<file path="src/rtl/pmod_cls_multiline_spi_solo.sv">
// pmod_cls_multiline_spi_solo: PMOD CLS clear/text-write sequencer with a one-deep command slot, feeding a generic SPI engine.
module pmod_cls_multiline_spi_solo #(
  parameter int parm_fast_simulation = 0,
  parameter int FCLK_ce = 2500000,
  parameter int NUM_LINES = 2,
  parameter int LINE_CHARS = 16,
  parameter int parm_tx_len_bits = 11,
  parameter int parm_wait_cyc_bits = 2,
  parameter int parm_rx_len_bits = 11,
  localparam int LW = NUM_LINES > 1 ? $clog2(NUM_LINES) : 1
) (
  input  logic                          i_ext_spi_clk_x,
  input  logic                          i_srst,
  input  logic                          i_spi_ce_4x,
  output logic                          o_go_stand,
  input  logic                          i_spi_idle,
  output logic [parm_tx_len_bits-1:0]   o_tx_len,
  output logic [parm_wait_cyc_bits-1:0] o_wait_cyc,
  output logic [parm_rx_len_bits-1:0]   o_rx_len,
  output logic [7:0]                    o_tx_data,
  output logic                          o_tx_enqueue,
  input  logic                          i_tx_ready,
  input  logic [7:0]                    i_rx_data,
  output logic                          o_rx_dequeue,
  input  logic                          i_rx_valid,
  input  logic                          i_rx_avail,
  output logic                          o_command_ready,
  output logic                          o_busy,
  output logic                          o_cmd_error,
  input  logic                          i_cmd_clear,
  input  logic                          i_cmd_write,
  input  logic [LW-1:0]                 i_line_sel,
  input  logic [5:0]                    i_col_start,
  input  logic [LINE_CHARS*8-1:0]       i_dat_ascii
);
  localparam int c_boot = FCLK_ce / 1000 * (parm_fast_simulation != 0 ? 2 : 800);
  localparam int TW = $clog2(c_boot + 1);
  localparam int DW = LINE_CHARS * 8;
  localparam int TL = parm_tx_len_bits;
  typedef enum logic [2:0] {BOOT, IDLE, LOAD, CMD_RUN, CMD_WAIT, DAT_RUN, DAT_WAIT} state_t;
  state_t state;
  logic [TW-1:0] timer;
  logic slot_full, slot_clear, wrk_clear;
  logic [LW-1:0] slot_line, wrk_line;
  logic [5:0] slot_col, wrk_col, cnt, dat_len, tens, ones;
  logic [DW-1:0] slot_dat, dat_sr;
  logic [55:0] cmd_sr;
  logic [7:0] line_ch;
  logic bad_write, accept, reject, unused;
  assign o_wait_cyc = '0;
  assign o_rx_len = '0;
  assign o_rx_dequeue = 1'b0;
  assign unused = ^{i_rx_data, i_rx_valid, i_rx_avail};
  always_comb begin
    tens = wrk_col >= 6'd60 ? 6'd6 : wrk_col >= 6'd50 ? 6'd5 : wrk_col >= 6'd40 ? 6'd4 :
           wrk_col >= 6'd30 ? 6'd3 : wrk_col >= 6'd20 ? 6'd2 : wrk_col >= 6'd10 ? 6'd1 : 6'd0;
    ones = wrk_col - ((tens << 3) + (tens << 1));
    line_ch = 8'h30 + 8'(wrk_line);
    bad_write = ({{(32-LW){1'b0}}, i_line_sel} >= 32'(NUM_LINES)) || ({26'b0, i_col_start} >= 32'(LINE_CHARS));
    accept = o_command_ready && (i_cmd_clear || (i_cmd_write && !bad_write));
    reject = o_command_ready && !i_cmd_clear && i_cmd_write && bad_write;
  end
  always_ff @(posedge i_ext_spi_clk_x or posedge i_srst) begin
    if (i_srst) begin
      state <= BOOT;
      timer <= '0;
      slot_full <= 1'b0;
      slot_clear <= 1'b0;
      slot_line <= '0;
      slot_col <= '0;
      slot_dat <= '0;
      wrk_clear <= 1'b0;
      wrk_line <= '0;
      wrk_col <= '0;
      cmd_sr <= '0;
      dat_sr <= '0;
      cnt <= '0;
      dat_len <= '0;
      o_go_stand <= 1'b0;
      o_tx_len <= '0;
      o_tx_data <= '0;
      o_tx_enqueue <= 1'b0;
      o_command_ready <= 1'b0;
      o_busy <= 1'b0;
      o_cmd_error <= 1'b0;
    end else if (i_spi_ce_4x) begin
      o_go_stand <= 1'b0;
      o_tx_enqueue <= 1'b0;
      o_cmd_error <= reject;
      // ready is low while the slot is full, so a capture never collides with a pop
      if (accept) begin
        slot_full <= 1'b1;
        o_command_ready <= 1'b0;
        slot_clear <= i_cmd_clear;
        slot_line <= i_line_sel;
        slot_col <= i_col_start;
        slot_dat <= i_dat_ascii;
      end
      case (state)
        BOOT: begin
          timer <= timer + 1'b1;
          state <= timer == TW'(c_boot - 1) ? IDLE : BOOT;
          o_busy <= timer != TW'(c_boot - 1);
          o_command_ready <= timer == TW'(c_boot - 1);
        end
        IDLE: if (slot_full) begin
          slot_full <= 1'b0;
          o_command_ready <= 1'b1;
          wrk_clear <= slot_clear;
          wrk_line <= slot_line;
          wrk_col <= slot_col;
          dat_sr <= slot_dat;
          o_busy <= 1'b1;
          state <= LOAD;
        end
        LOAD: begin
          cmd_sr <= wrk_clear ? {32'h1B5B306A, 24'h0} :
                    {8'h1B, 8'h5B, line_ch, 8'h3B, 8'h30 + {2'b0, tens}, 8'h30 + {2'b0, ones}, 8'h48};
          dat_sr <= dat_sr << {wrk_col, 3'b0};
          cnt <= wrk_clear ? 6'd4 : 6'd7;
          o_tx_len <= TL'(wrk_clear ? 6'd4 : 6'd7);
          dat_len <= wrk_clear ? 6'd0 : 6'(LINE_CHARS) - wrk_col;
          state <= CMD_RUN;
        end
        CMD_RUN: if (i_tx_ready) begin
          o_tx_enqueue <= 1'b1;
          o_tx_data <= cmd_sr[55:48];
          cmd_sr <= cmd_sr << 8;
          cnt <= cnt - 1'b1;
          o_go_stand <= cnt == 6'd1;
          state <= cnt == 6'd1 ? CMD_WAIT : CMD_RUN;
        end
        CMD_WAIT: if (i_spi_idle) begin
          cnt <= dat_len;
          o_tx_len <= TL'(dat_len);
          o_busy <= dat_len != 6'd0;
          state <= dat_len != 6'd0 ? DAT_RUN : IDLE;
        end
        DAT_RUN: if (i_tx_ready) begin
          o_tx_enqueue <= 1'b1;
          o_tx_data <= dat_sr[DW-1 -: 8];
          dat_sr <= dat_sr << 8;
          cnt <= cnt - 1'b1;
          o_go_stand <= cnt == 6'd1;
          state <= cnt == 6'd1 ? DAT_WAIT : DAT_RUN;
        end
        DAT_WAIT: if (i_spi_idle) begin
          o_busy <= 1'b0;
          state <= IDLE;
        end
        default: state <= BOOT;
      endcase
    end
  end
endmodule

</file>
<file path="config.mk">
export PLATFORM = sky130hd
export DESIGN_NAME = pmod_cls_multiline_spi_solo
export DESIGN_NICKNAME = d
export VERILOG_FILES = /design/src/rtl/pmod_cls_multiline_spi_solo.sv
export SDC_FILE = /design/constraint.sdc
export NUM_CORES = 1
export LEC_CHECK = 0
export CORE_UTILIZATION = 59
export CTS_BUF_LIST = sky130_fd_sc_hd__clkbuf_4 sky130_fd_sc_hd__clkbuf_8 sky130_fd_sc_hd__clkbuf_16
export CTS_CLUSTER_DIAMETER = 100
export CTS_CLUSTER_SIZE = 24
export DETAILED_ROUTE_END_ITERATION = 10
export PLACE_DENSITY = 0.78
export RECOVER_POWER = 50
export SLEW_MARGIN = 20
export SYNTH_ARGS = -nofsm -noshare
export SYNTH_HDL_FRONTEND = slang
export SYNTH_SLANG_ARGS = --single-unit
</file>
<file path="constraint.sdc">
create_clock -name i_ext_spi_clk_x -period 13.87 [get_ports i_ext_spi_clk_x]
set_input_delay 1.387 -clock i_ext_spi_clk_x [delete_from_list [all_inputs] [get_ports i_ext_spi_clk_x]]
set_output_delay 1.387 -clock i_ext_spi_clk_x [all_outputs]
set_load 0.01 [all_outputs]
</file>
Word-level counts from Yosys, hierarchy flattened
Index checks and enable logic that the tools add are counted.
{"block": "word_totals", "wordCells": 127, "input_bits": 152, "output_inout_bits": 38, "register_bits": 389}
{"block": "op_classes", "order_cmp": 7, "add_sub_neg": 8, "n_reduce_logical": 28, "eq_ne": 15, "shifts": 1, "n_mux": 47}
{"op": "case mux 128 bit (3 select lines)", "count": 1}
{"op": "two-way mux 128 bit", "count": 2}
{"op": "<< shifter 128 x 9 -> 128 bit", "count": 1}
{"op": "case mux 56 bit (2 select lines)", "count": 1}
{"op": "two-way mux 56 bit", "count": 1}
{"op": "two-way mux 39 bit", "count": 1}
{"op": "two-way mux 3 bit", "count": 10}
{"op": "case mux 11 bit (2 select lines)", "count": 1}
{"op": "adder 21 x 1 -> 21 bit, second input constant", "count": 1}
{"op": "equality test 21 bit, second input constant", "count": 1}
{"op": "inequality test 21 bit, second input constant", "count": 1}
{"op": "case mux 3 bit (7 select lines)", "count": 1}
{"op": ">= comparator 6 x 5 -> 1 bit, second input constant", "count": 3}
{"op": ">= comparator 6 bit, second input constant", "count": 3}
{"op": "two-way mux 6 bit", "count": 3}
{"op": "case mux 6 bit (3 select lines)", "count": 1}
{"op": "two-way mux 8 bit", "count": 2}
{"op": "case mux 8 bit (2 select lines)", "count": 1}
{"op": "two-way mux 1 bit", "count": 14}
{"op": "AND reduction 4 bit", "count": 3}
{"op": "two-way mux 11 bit", "count": 1}
{"op": "two-way mux 2 bit", "count": 5}
{"op": "inequality test 2 bit, second input constant", "count": 5}
{"op": "equality test 3 bit, second input constant", "count": 3}
{"op": "27 further kinds", "count": 40}

Longest topological paths before layout
{"block": "logic_depth", "ltp_word": 12, "ltp_mapped": 16, "depth_no_buf": 14}

Worst setup path after synthesis
No wires, ideal clock.
{"block": "synth_timing", "kind": "reg-to-reg", "startpoint": "register wrk_col[2]", "endpoint": "register cmd_sr[14]", "setup_time_ps": 82, "path_buffers": 2, "required_time_ps": 13788, "path_stages_with_launch": 15, "arrival_ps": 3247, "period_less_slack_ps": 3328, "slack_ps": 10542, "path_cell_list": "dfrtp_1 buf_2 buf_2 a21boi_0 a311oi_1 a311oi_1 fa_1 inv_1 ha_1 or4_1 o311ai_0 a211oi_1 ha_1 nand2b_1 a31oi_1"}
{"block": "synth_via", "elab_chain_len": 12, "word_cells_on_any_way": 17, "classes_between": "3 x add/sub; 6 x order compare; 8 x mux"}
{"item": "from (decl)", "line_no": "45", "text": "logic [5:0] slot_col, wrk_col, cnt, dat_len, tens, ones;"}
{"item": "from (signal assigned)", "line_no": "111", "text": "wrk_col <= slot_col;"}
{"item": ">= comparator 6 x 4 -> 1 bit", "line_no": "56", "text": "wrk_col >= 6'd30 ? 6'd3 : wrk_col >= 6'd20 ? 6'd2 : wrk_col >= 6'd10 ? 6'd1 : 6'd0;"}
{"item": "two-way mux 1 bit", "line_no": "56"}
{"item": "two-way mux 2 bit (2 in series)", "line_no": "56"}
{"item": "two-way mux 3 bit (3 in series)", "line_no": "55", "text": "tens = wrk_col >= 6'd60 ? 6'd6 : wrk_col >= 6'd50 ? 6'd5 : wrk_col >= 6'd40 ? 6'd4 :"}
{"item": "adder 6 x 4 -> 6 bit", "line_no": "57", "text": "ones = wrk_col - ((tens << 3) + (tens << 1));"}
{"item": "subtractor 6 bit *", "line_no": "57"}
{"item": "adder 6 x 6 -> 7 bit *", "line_no": "118", "text": "{8'h1B, 8'h5B, line_ch, 8'h3B, 8'h30 + {2'b0, tens}, 8'h30 + {2'b0, ones}, 8'h48};"}
{"item": "two-way mux 39 bit *", "line_no": "117", "text": "cmd_sr <= wrk_clear ? {32'h1B5B306A, 24'h0} :"}
{"item": "case mux 56 bit (2 select lines) *", "line_no": "99", "text": "case (state)"}
{"item": "to (signal assigned)", "line_no": "117"}
{"item": "to (signal assigned)", "line_no": "128", "text": "cmd_sr <= cmd_sr << 8;"}
{"item": "to (decl)", "line_no": "47", "text": "logic [55:0] cmd_sr;"}
Every way passes the cells marked *; elsewhere a longest branch is shown, timed or not.
A chain may end at the register's enable or synchronous reset.

==> run_results.csv <==
group,metric,value,unit
synth,synthCells,2254,
floorplan,coreArea,0.0375,mm^2
drt,dr.pass1.iters,6,
clocking,ctsHoldBuffers,0,
status,status,"finished with violations",
clocking,root_buffer,"clkbuf_16",
global_routing,grt_overflow,0,
cells_and_area,area_growth,9.49,%
clocking,cts_resized,0,
floorplan,io_pins,190,
hold_path,hold_path.class,"reg2reg",
sta,setup_viol,0,
placement,io_buffers,160,
hold_path,whs_path_depth,2,
clocking,cts_max_level,1,
sta,drv_slew,414,
clocking,clkLatencyLatePin,0.57,ns
cells_and_area,regArea,0.00929,mm^2
clocking,cts_tree,"yes",
placement,dpl_cell_area,0.0240,mm^2
drt,first_iter_violations,2664,
worst_setup_path,ff2ff_path_depth,6,
floorplan,chipWidth,197,um
cells_and_area,diodes,0,
synth,ys_seq_area_share,41.4,%
cells_and_area,finalNonFillerCells,2781,
clocking,cts.clk_slew.worst_paths,0.09,ns
synth,syn_area_per_cell,9.94,um^2
global_routing,use_met1,54.9,%
power_and_ir_drop,max-vdd-ir-drop,173,uV
global_routing,grt_start_max_net_pins,112,
sta,hold_viol,0,
cells_and_area,final_cell_mix,"dfrtp_1, nand2_1, mux2_2",
sta,period_minus_slack,7.47,ns
synth,synth_flop_cell,"dfrtp_1",
sta,rsz0062_at_grt,"no",
placement,place_inst,2754,
sta,fin_setup_tns,0,ns
floorplan,die_h,197,um
drt,routedWlPerCell,29.3,um
global_routing,grt_pass1_vias,18954,
drt,route.detailed.drc,0,
drt,drtAntennaViolNets,0,
cells_and_area,nets,2431,
sta,skew,0.0178,ns
drt,viasPerCell,7.09,
cells_and_area,multi_input_area,0.0120,mm^2
global_routing,top_usage_layer,"met2",
worst_setup_path,worstPathArrival,8.20,ns
sta,setup_slack,6.40,ns
worst_setup_path,cp-end-kind,"async pin",
power_and_ir_drop,total_leakage_power,9.96,nW
cells_and_area,post-route-util,65.4,%
global_routing,grt_pass1_wl,122,mm
sta,min_period_over_period,53.9,%
clocking,cts_buffers,19,
clocking,clk_path_buf_depth,3,
sta,max-slew-margin-rel,-178,%
synth,ys_async_sr_fraction,100,%
cells_and_area,final_common_cell,"dfrtp_1",
floorplan,row_count,71,
floorplan,floorplan.die_area,0.0387,mm^2
synth,synth_edf_count,0,
worst_setup_path,required,14.60,ns
power_and_ir_drop,power,5.92,mW
synth,yosys_warnings,0,
synth,ys_ff_latch,371,
placement,post-dp-hpwl,56.4,mm
placement,dp_worst_setup_slack,9.17,ns
drt,drt-total-wl,81.4,mm
sta,tightest_slew,4.15,ns
global_routing,antenna_found_initial,2,
placement,gp_congestion,1.02,
synth,ys_types,77,
flow_run,maxCapViolCount,7,
floorplan,start_util,59.8,%
global_routing,globalRouteMet3Util,10.2,%
worst_setup_path,critPathMaxFanout,95,
worst_setup_path,critPathLaunchType,"input pin",
cells_and_area,fin_area,0.0245,mm^2
status,failed_checks,"capacitance limit, slew limit",
synth,syn_area,0.0224,mm^2
sta,max_freq,0.134,GHz
power_and_ir_drop,powerDensity,242,mW/mm^2
worst_setup_path,critical_path_class,"in2async",
clocking,cts_setup_buffers,0,
global_routing,grtUsageMet2,63.3,%
sta,finalHoldWorstSlack,0.480,ns
clocking,clock-sinks,371,
cells_and_area,drive_gt1_share,12.8,%
drt,num_vias,19726,
cells_and_area,fillers,2998,
global_routing,grt_usage,42.1,%
[cells in the mapped netlist (19+ instances only)]
cell	instances	area, um^2
a211oi_1	25	188
a21oi_1	143	716
a221oi_1	34	298
a31oi_1	29	181
buf_2	63	315
buf_4	33	248
clkbuf_1	114	428
dfrtp_1	371	9280
inv_1	35	131
mux2_2	181	2040
mux2i_1	146	1460
mux4_2	27	608
nand2_1	189	709
nand3_1	36	180
nor2_1	120	450
nor3_1	21	105
o21a_1	33	248
o21ai_0	101	505
o21ai_1	19	95.1
o221ai_1	54	473
o22a_1	47	412
o22ai_1	132	826
[area by class of cell]
type                       instances  area share, %
multi-input combinational       1643           49.1
tap                              511           2.61
clock inverter                     3          0.194
timing repair buffer             193           7.57
sequential                       371           37.9
clock buffer                      23           2.09
inverter                          37          0.571
[sequential cells by signal (all words and copies together), names as in the netlist, 6 cells and up]
register,cells
dat_sr,128
cnt,6
cmd_sr,43
slot_col,6
slot_dat,128
wrk_col,6
dat_len,6
timer,21
o_tx_data,8
o_tx_len,6
[where the power goes]
part	switching, mW	total [mW]	leakage (nW)	internal (mW)
clock	0.371	0.655	0.278	0.284
combinational	1.87	3.13	4.95	1.26
sequential	0.674	2.14	4.73	1.47
total	2.91	5.92	9.96	3.01
[worst paths after layout]
check	from	end	slack, ns
max in group i_ext_spi_clk_x	state[0]	o_tx_data[4]	6.61
setup reg to reg	state[0]	o_tx_data[4]	6.61
setup / recovery	i_srst	slot_dat[48]	6.40
hold / removal	o_tx_data[5]	o_tx_data[5]	0.48
hold reg to reg	o_tx_data[5]	o_tx_data[5]	0.48
min in group asynchronous	i_srst	slot_dat[87]	2.51
[cells by family (layout without fill, tap and decap cells)]
family / count (synthesis) / count (layout) / share of synthesized area, %
AOI/OAI and AO/OA: 772 / 772 / 23.7
and+or+nand+nor: 455 / 455 / 9.33
DFF: 371 / 371 / 41.4
muxes: 354 / 354 / 18.3
buffers and inverters: 258 / 256 / 5.23
xor gates and xnor gates: 29 / 29 / 1.13
adders and majority gates: 14 / 14 / 0.816
other: 1 / 19 / 0.0167
[worst max-delay path, stage by stage]
cell and delay [ns]:
dlygate4sd3_1 0.54, clkinvlp_2 2.30, clkbuf_1 2.83, buf_4 0.69, buf_16 0.30
[metal layers]
metal	vias to the layer above	wire length, um	share of wire, %
li1	8549	-	-
met1	9735	31100	38
met2	1218	35800	44
met3	220	8430	10
met4	4	5920	7.3
met5	-	108	0.13
No activity file was read; power rests on OpenSTA's default activity.
